[config.mk]
export PLATFORM = sky130hd
export DESIGN_NAME = imem_boot_loader_flat
export DESIGN_NICKNAME = d
export VERILOG_FILES = /design/src/rtl/imem_boot_loader_if.sv /design/src/rtl/imem_boot_loader.sv /design/src/flat_wrapper.sv
export SDC_FILE = /design/constraint.sdc
export NUM_CORES = 1
export LEC_CHECK = 0
export ABC_AREA = 1
export CAP_MARGIN = 20
export CELL_PAD_IN_SITES_DETAIL_PLACEMENT = 1
export CELL_PAD_IN_SITES_GLOBAL_PLACEMENT = 2
export CORE_ASPECT_RATIO = 0.5
export CORE_UTILIZATION = 31
export CTS_CLUSTER_SIZE = 8
export DETAILED_ROUTE_END_ITERATION = 10
export DONT_BUFFER_PORTS = 1
export HOLD_SLACK_MARGIN = 0.05
export MAX_ROUTING_LAYER = met4
export PLACE_DENSITY_LB_ADDON = 0.08
export REMOVE_ABC_BUFFERS = 1
export SLEW_MARGIN = 0
export SYNTH_ARGS = -nofsm -noshare
export SYNTH_HDL_FRONTEND = slang
export SYNTH_SLANG_ARGS = --single-unit
[constraint.sdc]
create_clock -name clk -period 2 [get_ports clk]
set_input_delay 0.3 -clock clk [delete_from_list [all_inputs] [get_ports clk]]
set_output_delay 0.3 -clock clk [all_outputs]
set_load 0.02 [all_outputs]
[src/rtl/imem_boot_loader_if.sv]
// rtl/imem_boot_loader_if.sv - byte stream and IMEM write bundle for the boot loader
interface imem_boot_loader_if #(
  parameter int PC_WIDTH   = 32,
  parameter int INST_WIDTH = 32
);
  logic                  byte_valid;
  logic [7:0]            byte_data;
  logic                  byte_ready;
  logic                  imem_wr_en;
  logic [PC_WIDTH-1:0]   imem_wr_addr;
  logic [INST_WIDTH-1:0] imem_wr_data;

  modport master (
    output byte_valid, byte_data,
    input  byte_ready, imem_wr_en, imem_wr_addr, imem_wr_data
  );

  modport slave (
    input  byte_valid, byte_data,
    output byte_ready, imem_wr_en, imem_wr_addr, imem_wr_data
  );
endinterface

[src/rtl/imem_boot_loader.sv]
// rtl/imem_boot_loader.sv - packs a byte stream into IMEM words and releases the core
module imem_boot_loader #(
  parameter int PC_WIDTH   = 32,
  parameter int INST_WIDTH = 32,
  parameter int MAX_WORDS  = 1024
) (
  input  logic                clk,
  input  logic                reset_n,
  input  logic                start,
  input  logic [PC_WIDTH-1:0] load_len,
  imem_boot_loader_if.slave   bus,
  output logic                core_run,
  output logic                core_flush,
  output logic                busy,
  output logic                done,
  output logic                err_len
);
  localparam logic [PC_WIDTH-1:0] MAX_LEN = PC_WIDTH'(MAX_WORDS);

  typedef enum logic [2:0] {
    S_IDLE, S_LOAD, S_WRITE, S_RELEASE, S_RUN
  } state_t;

  state_t                state, next;
  logic [PC_WIDTH-1:0]   len_q;
  logic [PC_WIDTH-1:0]   word_cnt;
  logic [1:0]            byte_cnt;
  logic [INST_WIDTH-1:0] asm_q;
  logic                  cmd;
  logic                  len_ok;
  logic                  accept;

  assign bus.byte_ready = (state == S_LOAD);
  assign cmd    = start && (state == S_IDLE || state == S_RUN);
  assign len_ok = (load_len != '0) && (load_len <= MAX_LEN);
  assign accept = (state == S_LOAD) && bus.byte_valid;

  always_comb begin
    next = state;
    case (state)
      S_IDLE, S_RUN: begin
        if (start) begin
          if (load_len == '0) next = S_RELEASE;
          else if (len_ok)    next = S_LOAD;
          else                next = S_IDLE;
        end
      end
      S_LOAD:    if (accept && byte_cnt == 2'd3) next = S_WRITE;
      S_WRITE:   next = (word_cnt + PC_WIDTH'(1) == len_q) ? S_RELEASE : S_LOAD;
      S_RELEASE: next = S_RUN;
      default:   next = S_IDLE;
    endcase
  end

  // Outputs are registered from the next state so they line up with the state they describe.
  always_ff @(posedge clk) begin
    if (!reset_n) begin
      state            <= S_IDLE;
      len_q            <= '0;
      word_cnt         <= '0;
      byte_cnt         <= '0;
      asm_q            <= '0;
      err_len          <= 1'b0;
      core_run         <= 1'b0;
      core_flush       <= 1'b0;
      busy             <= 1'b0;
      done             <= 1'b0;
      bus.imem_wr_en   <= 1'b0;
      bus.imem_wr_addr <= '0;
      bus.imem_wr_data <= '0;
    end else begin
      state          <= next;
      core_run       <= (next == S_RUN);
      done           <= (next == S_RUN);
      core_flush     <= (next == S_RELEASE);
      busy           <= (next == S_LOAD) || (next == S_WRITE);
      bus.imem_wr_en <= (next == S_WRITE);

      if (cmd) begin
        if (len_ok) begin
          len_q    <= load_len;
          word_cnt <= '0;
          byte_cnt <= '0;
          err_len  <= 1'b0;
        end else if (load_len != '0) begin
          err_len  <= 1'b1;
        end
      end

      if (accept) begin
        asm_q[{byte_cnt, 3'b000} +: 8] <= bus.byte_data;
        byte_cnt <= byte_cnt + 2'd1;
      end

      // The fourth byte bypasses the assembly register straight into the write data.
      if (accept && byte_cnt == 2'd3) begin
        bus.imem_wr_addr <= word_cnt << 2;
        bus.imem_wr_data <= {bus.byte_data, asm_q[23:0]};
      end

      if (state == S_WRITE) word_cnt <= word_cnt + PC_WIDTH'(1);
    end
  end
endmodule

[src/flat_wrapper.sv]
// flat-port wrapper written by rule: the top's interface ports become plain ports
module imem_boot_loader_flat 
#(
  parameter int PC_WIDTH   = 32,
  parameter int INST_WIDTH = 32,
  parameter int MAX_WORDS  = 1024
)
  (clk, reset_n, start, load_len, core_run, core_flush, busy, done, err_len, bus_byte_valid, bus_byte_data, bus_byte_ready, bus_imem_wr_en, bus_imem_wr_addr, bus_imem_wr_data);
  imem_boot_loader_if #(.PC_WIDTH(PC_WIDTH), .INST_WIDTH(INST_WIDTH)) bus_i ();
  input  logic clk;
  input  logic reset_n;
  input  logic start;
  input  logic [PC_WIDTH-1:0] load_len;
  output logic core_run;
  output logic core_flush;
  output logic busy;
  output logic done;
  output logic err_len;
  input wire logic [$bits(bus_i.byte_valid)-1:0] bus_byte_valid;
  input wire logic [$bits(bus_i.byte_data)-1:0] bus_byte_data;
  output wire logic [$bits(bus_i.byte_ready)-1:0] bus_byte_ready;
  output wire logic [$bits(bus_i.imem_wr_en)-1:0] bus_imem_wr_en;
  output wire logic [$bits(bus_i.imem_wr_addr)-1:0] bus_imem_wr_addr;
  output wire logic [$bits(bus_i.imem_wr_data)-1:0] bus_imem_wr_data;
  assign bus_i.byte_valid = bus_byte_valid;
  assign bus_i.byte_data = bus_byte_data;
  assign bus_byte_ready = bus_i.byte_ready;
  assign bus_imem_wr_en = bus_i.imem_wr_en;
  assign bus_imem_wr_addr = bus_i.imem_wr_addr;
  assign bus_imem_wr_data = bus_i.imem_wr_data;
  imem_boot_loader #(.PC_WIDTH(PC_WIDTH), .INST_WIDTH(INST_WIDTH), .MAX_WORDS(MAX_WORDS)) u_core (.clk(clk), .reset_n(reset_n), .start(start), .load_len(load_len), .bus(bus_i), .core_run(core_run), .core_flush(core_flush), .busy(busy), .done(done), .err_len(err_len));
endmodule
* Yosys cells after proc, flatten, opt, wreduce, memory -nomap -nowiden
Index checks and enable logic that the tools add are counted.
Word-level totals: memories 0, ROM bits 0, memory bits (writable) 0, input bits 44, bits in latches 0, flip-flop bits (word level) 168, output and inout bits 71
Cells by class: bitwise logic cells 0, multipliers 0, shift-type cells 2, reductions and logical operators 19, $add $sub $neg 3, eq/ne operators 10, order comparisons 1, divide/modulo/power cells 0, muxes and demuxes 15
Operators by type and width (count):
- 2-to-1 mux 32 bit | 3
- adder 32 x 1 -> 32 bit (second input constant) | 1
- bitwise mux 32 bit | 1
- equality test 32 bit | 1
- <= comparator 32 x 11 -> 1 bit (second input constant) | 1
- zero test 32 bit | 1
- nonzero test 32 bit | 1
- variable shift 8 x 7 -> 32 bit (first input constant) | 1
- indexed part select 8 x 7 -> 32 bit | 1
- equality test 3 x 2 -> 1 bit (second input constant) | 4
- case mux 3 bit (4 select lines) | 1
- nonzero test 2 bit | 5
- 2-to-1 mux 3 bit | 3
- 2-to-1 mux 2 bit | 4
- AND reduction 2 bit | 4
- negation 5 -> 7 bit | 1
- equality test 3 x 1 -> 1 bit (second input constant) | 2
- equality test 3 bit (second input constant) | 2
- logical AND 1 bit | 4
- zero test 3 bit | 1
- 2-to-1 mux 1 bit | 3
- adder 2 x 1 -> 2 bit (second input constant) | 1
- equality test 2 bit (second input constant) | 1
- logical OR 1 bit | 2
- OR reduction 2 bit | 1

* Logic depth before layout (Yosys ltp)
word-level depth 8, gate-level depth with buffers 17, mapped depth without buffers 17

* Least setup slack after synthesis
Ideal clock, no wire load.
kind register -> register, start register u_core.word_cnt[0], end register u_core.core_flush, setup slack 0.071 ns, data arrival time 1.856 ns, stages on the path, launching flop included 18, required time 1.927 ns, setup time 0.073 ns, cell sequence dfxtp_1 ha_1 nand2_2 nor2_8 nand2_4 nor2_4 nand2_2 nand2_1 nand2_1 nand2_1 nand2_1 nor2_1 nand2_1 nor2_1 nand3_1 nand2_1 inv_2 nor3_2
On the way: cells in the longest elaborated chain, start to end 5
RTL lines:
- from (decl) | RTL line imem_boot_loader.sv:26 | logic [PC_WIDTH-1:0] word_cnt;
- from (signal assigned) | RTL line imem_boot_loader.sv:101 | if (state == S_WRITE) word_cnt <= word_cnt + PC_WIDTH'(1);
- adder 32 x 1 -> 32 bit | RTL line imem_boot_loader.sv:49 | S_WRITE: next = (word_cnt + PC_WIDTH'(1) == len_q) ? S_RELEASE : S_LOAD;
- equality test 32 bit | RTL line imem_boot_loader.sv:49
- 2-to-1 mux 2 bit | RTL line imem_boot_loader.sv:49
- case mux 3 bit (4 select lines) | RTL line imem_boot_loader.sv:40 | case (state)
- equality test 3 x 2 -> 1 bit | RTL line imem_boot_loader.sv:75 | core_flush <= (next == S_RELEASE);
- to (signal assigned) | RTL line imem_boot_loader.sv:75
- to (decl) | RTL line imem_boot_loader.sv:13 | output logic core_flush,
Every way passes these cells. A chain may end at the register's enable or synchronous reset.

* Worst setup path after layout
start register u_core.word_cnt[1], end register u_core.core_flush
Same word-level chain as after synthesis.

==> impl_metrics.toml <==
[yosys]
synth_enable_flop_cells = 0
async_reset_ff_share_pct = 0
synth_area_per_cell_um2 = 6.74
yosys.cell_types.count = 34
synth_seq_area_share_pct = 42.5
ys.flop_type = "dfxtp_1"
ys_seq_elements = 160
syn_area_um2 = 7530
yosys_warnings = 0
synth_cells = 1117

[critical_path]
end_kind = "register"
crit_type = "reg -> reg"
path_max_fanout = 8
arrival_ps = 2530
critPathRequiredTime_ps = 2380
critPathLaunchType = "register"

[power_and_ir_drop]
power_mw = 6.66
pwr-share-comb_pct = 1.7
seqPwrFrac_pct = 47.8
p_leak_nw = 4.14
internal-power_mw = 5.01
peakVddDrop_uv = 572
p_switching_mw = 1.65
clkPwrFrac_pct = 50.5
powerDensity_nw_per_um2 = 650
sw_frac_of_total_pct = 24.8

[cells_and_area]
utilization_pct = 44.0
nFillCells = 2899
drive_gt1_share_pct = 25.1
fin_area_um2 = 10300
multiInputGateArea_um2 = 4180
final_cell_mix = "nand2_1 (311), dfxtp_1 (145), a21oi_1 (121), buf_4 (121), inv_1 (100)"
fin_cells = 1572
insertedDiodeCount = 0
register_area_um2 = 3230
area_growth_pct = 36.1
nNetsFinal = 1303
layout_commonest_cell = "nand2_1"

[cts]
htree_levels = 4
clock_sinks = 160
cts_buffers = 17
cts_tree = "yes"
cts_buffer_depth = 2
clkLatencyLatePin_ps = 450
cts_root_buffer = "clkbuf_16"
clkSlewWorstSetupHoldPaths_ps = 70

[global_route]
grt_antenna_before_repair = 0
overflow = 0
grt_pass1_vias = 8258
grtUsageTotal_pct = 23.4
grt_pass1_wl_um = 43800
grt_max_degree = 62

[routing]
wl_per_cell_um = 17.6
drt_first_pass_iters = 4
viasPerCell = 4.98
wirelength_um = 27700
ant_nets = 0
route.detailed.drc = 0
drtIter0Drc = 222
vias = 7832

[place]
io_buffers = 0
hpwl_um = 19300
routabilityCongestion = 0.854
pre_cts_slack_ps = -409
placed_cell_area_um2 = 8710
place_inst = 1501

[sta]
rsz0062_at_grt = "yes"
hold_ws_ps = 95.4
worstMarginPinSlew_ps = 653
timing.final.ws_setup_ps = -141
min_period_over_period_pct = 107
hold_viol = 0
setup_tns_ps = -393
fin_crit_ps = 2140
max_freq_ghz = 0.467
setup-violations-final = 3
worst_clock_skew_ps = 9.37
slew_headroom_pct = 56.5
drv_slew = 0

[die]
start_util_pct = 32.3
die_h_um = 112
design.core.area_um2 = 23300
die_area_um2 = 25000
io_pins = 115
die_x_um = 222
row_count = 39

[worst_hold_path]
holdCritPathClass = "in -> reg"

[run_status]
violations = "setup timing"
outcome = "finished with violations"

[flow_run]
max_cap_viol_count = 0
## Yosys cell counts (3+ instances only)
cell,n,area (um2)
a211oi_1,8,60.1
nand3b_1,5,37.5
inv_2,6,22.5
nor2_2,4,25.0
a21oi_1,124,621
nand2_4,3,33.8
inv_1,104,390
o21ai_0,36,180
clkbuf_1,34,128
buf_4,3,22.5
ha_1,6,75.1
nand4_1,14,87.6
or3_1,16,100
nor4_1,3,18.8
nand3_1,119,596
buf_2,10,50.1
nor2_4,3,33.8
nor3_1,3,15.0
nand2_1,343,1290
nor2_1,94,353
dfxtp_1,160,3200
## metal layers
layer,wire (um),vias up,track usage [%]
met1,13200,3826,29.0
met2,13000,92,38.1
met5,0,-,-
met4,316,0,5.93
li1,-,3889,-
met3,1130,25,5.81
## worst max-delay path: stages (launching register included)
cell and delay (ps):
dfxtp_4 370, ha_4 150, nand2_4 60, nor2_8 200, nand2_4 90, nor2_4 130
buf_12 140, nand2_4 50, nand2_2 40, nand2_1 40, nand2_1 70, nand2_2 80
nor2_4 120, nand2_2 70, nor2_4 130, nand3_4 120, nand2_2 80, inv_2 40
nor3_2 90
## cell type report
| type | count | area share, % |
|---|---|---|
| Clock buffer | 18 | 4.28 |
| Clock inverter | 13 | 1.39 |
| Inverter | 111 | 4.12 |
| Multi-Input combinational cell | 800 | 40.8 |
| Sequential cell | 160 | 31.5 |
| Tap cell | 307 | 3.75 |
| Timing Repair Buffer | 163 | 14.2 |
## final timing paths
| check | start | to | slack [ps] | cells after the start |
|---|---|---|---|---|
| worst min register to register | u_core.asm_q[18] | u_core.bus.imem_wr_data[18] | 460 | 2 |
| worst max register to register | u_core.word_cnt[1] | u_core.core_flush | -140 | 18 |
| worst max-delay path | u_core.word_cnt[1] | u_core.core_flush | -140 | 18 |
| worst min-delay path | bus_byte_data[1] | u_core.asm_q[17] | 100 | 3 |
## state kept, by name (all words and copies together) (netlist names)
register                 count
u_core.bus.imem_wr_data     32
u_core.len_q                32
u_core.word_cnt             32
u_core.bus.imem_wr_addr     30
u_core.asm_q                24
u_core.state                 3
u_core.byte_cnt              2
u_core.bus.imem_wr_en        1
u_core.busy                  1
u_core.core_flush            1
u_core.core_run              1
u_core.err_len               1
## power by group through the flow
stage,combinational [mW],sequential [mW],clock [mW]
global route,0.126,3.18,3.59
detailed placement,0.0601,3.26,0
finish,0.116,3.18,3.36
floorplan,0.0361,3.26,0
global placement,0.0589,3.26,0
CTS,0.117,3.19,3.45
## what timing repair did
item | CTS | global route
pin swaps | 25 | 45
hold buffers | 18 | 0
buffers inserted | 18 | 9
setup endpoints to repair | 3 | 75
hold endpoints to repair | 79 | 0
cloned | 0 | 1
gates resized for setup | 65 | 98
## cells by family (layout without fill, tap and decap cells)
kind of cell	count (synthesis)	in the layout	share of synthesized area, %
AO/OA/AOI/OAI	171	171	11.7
buffers and inverters	158	305	8.19
adder cells (fa/ha/maj)	6	6	0.996
flip-flops	160	160	42.5
other	1	2	0.0498
AND/OR/NAND/NOR	618	618	35.8
XOR/XNOR	3	3	0.714
Power figures use the tool's default switching activity.
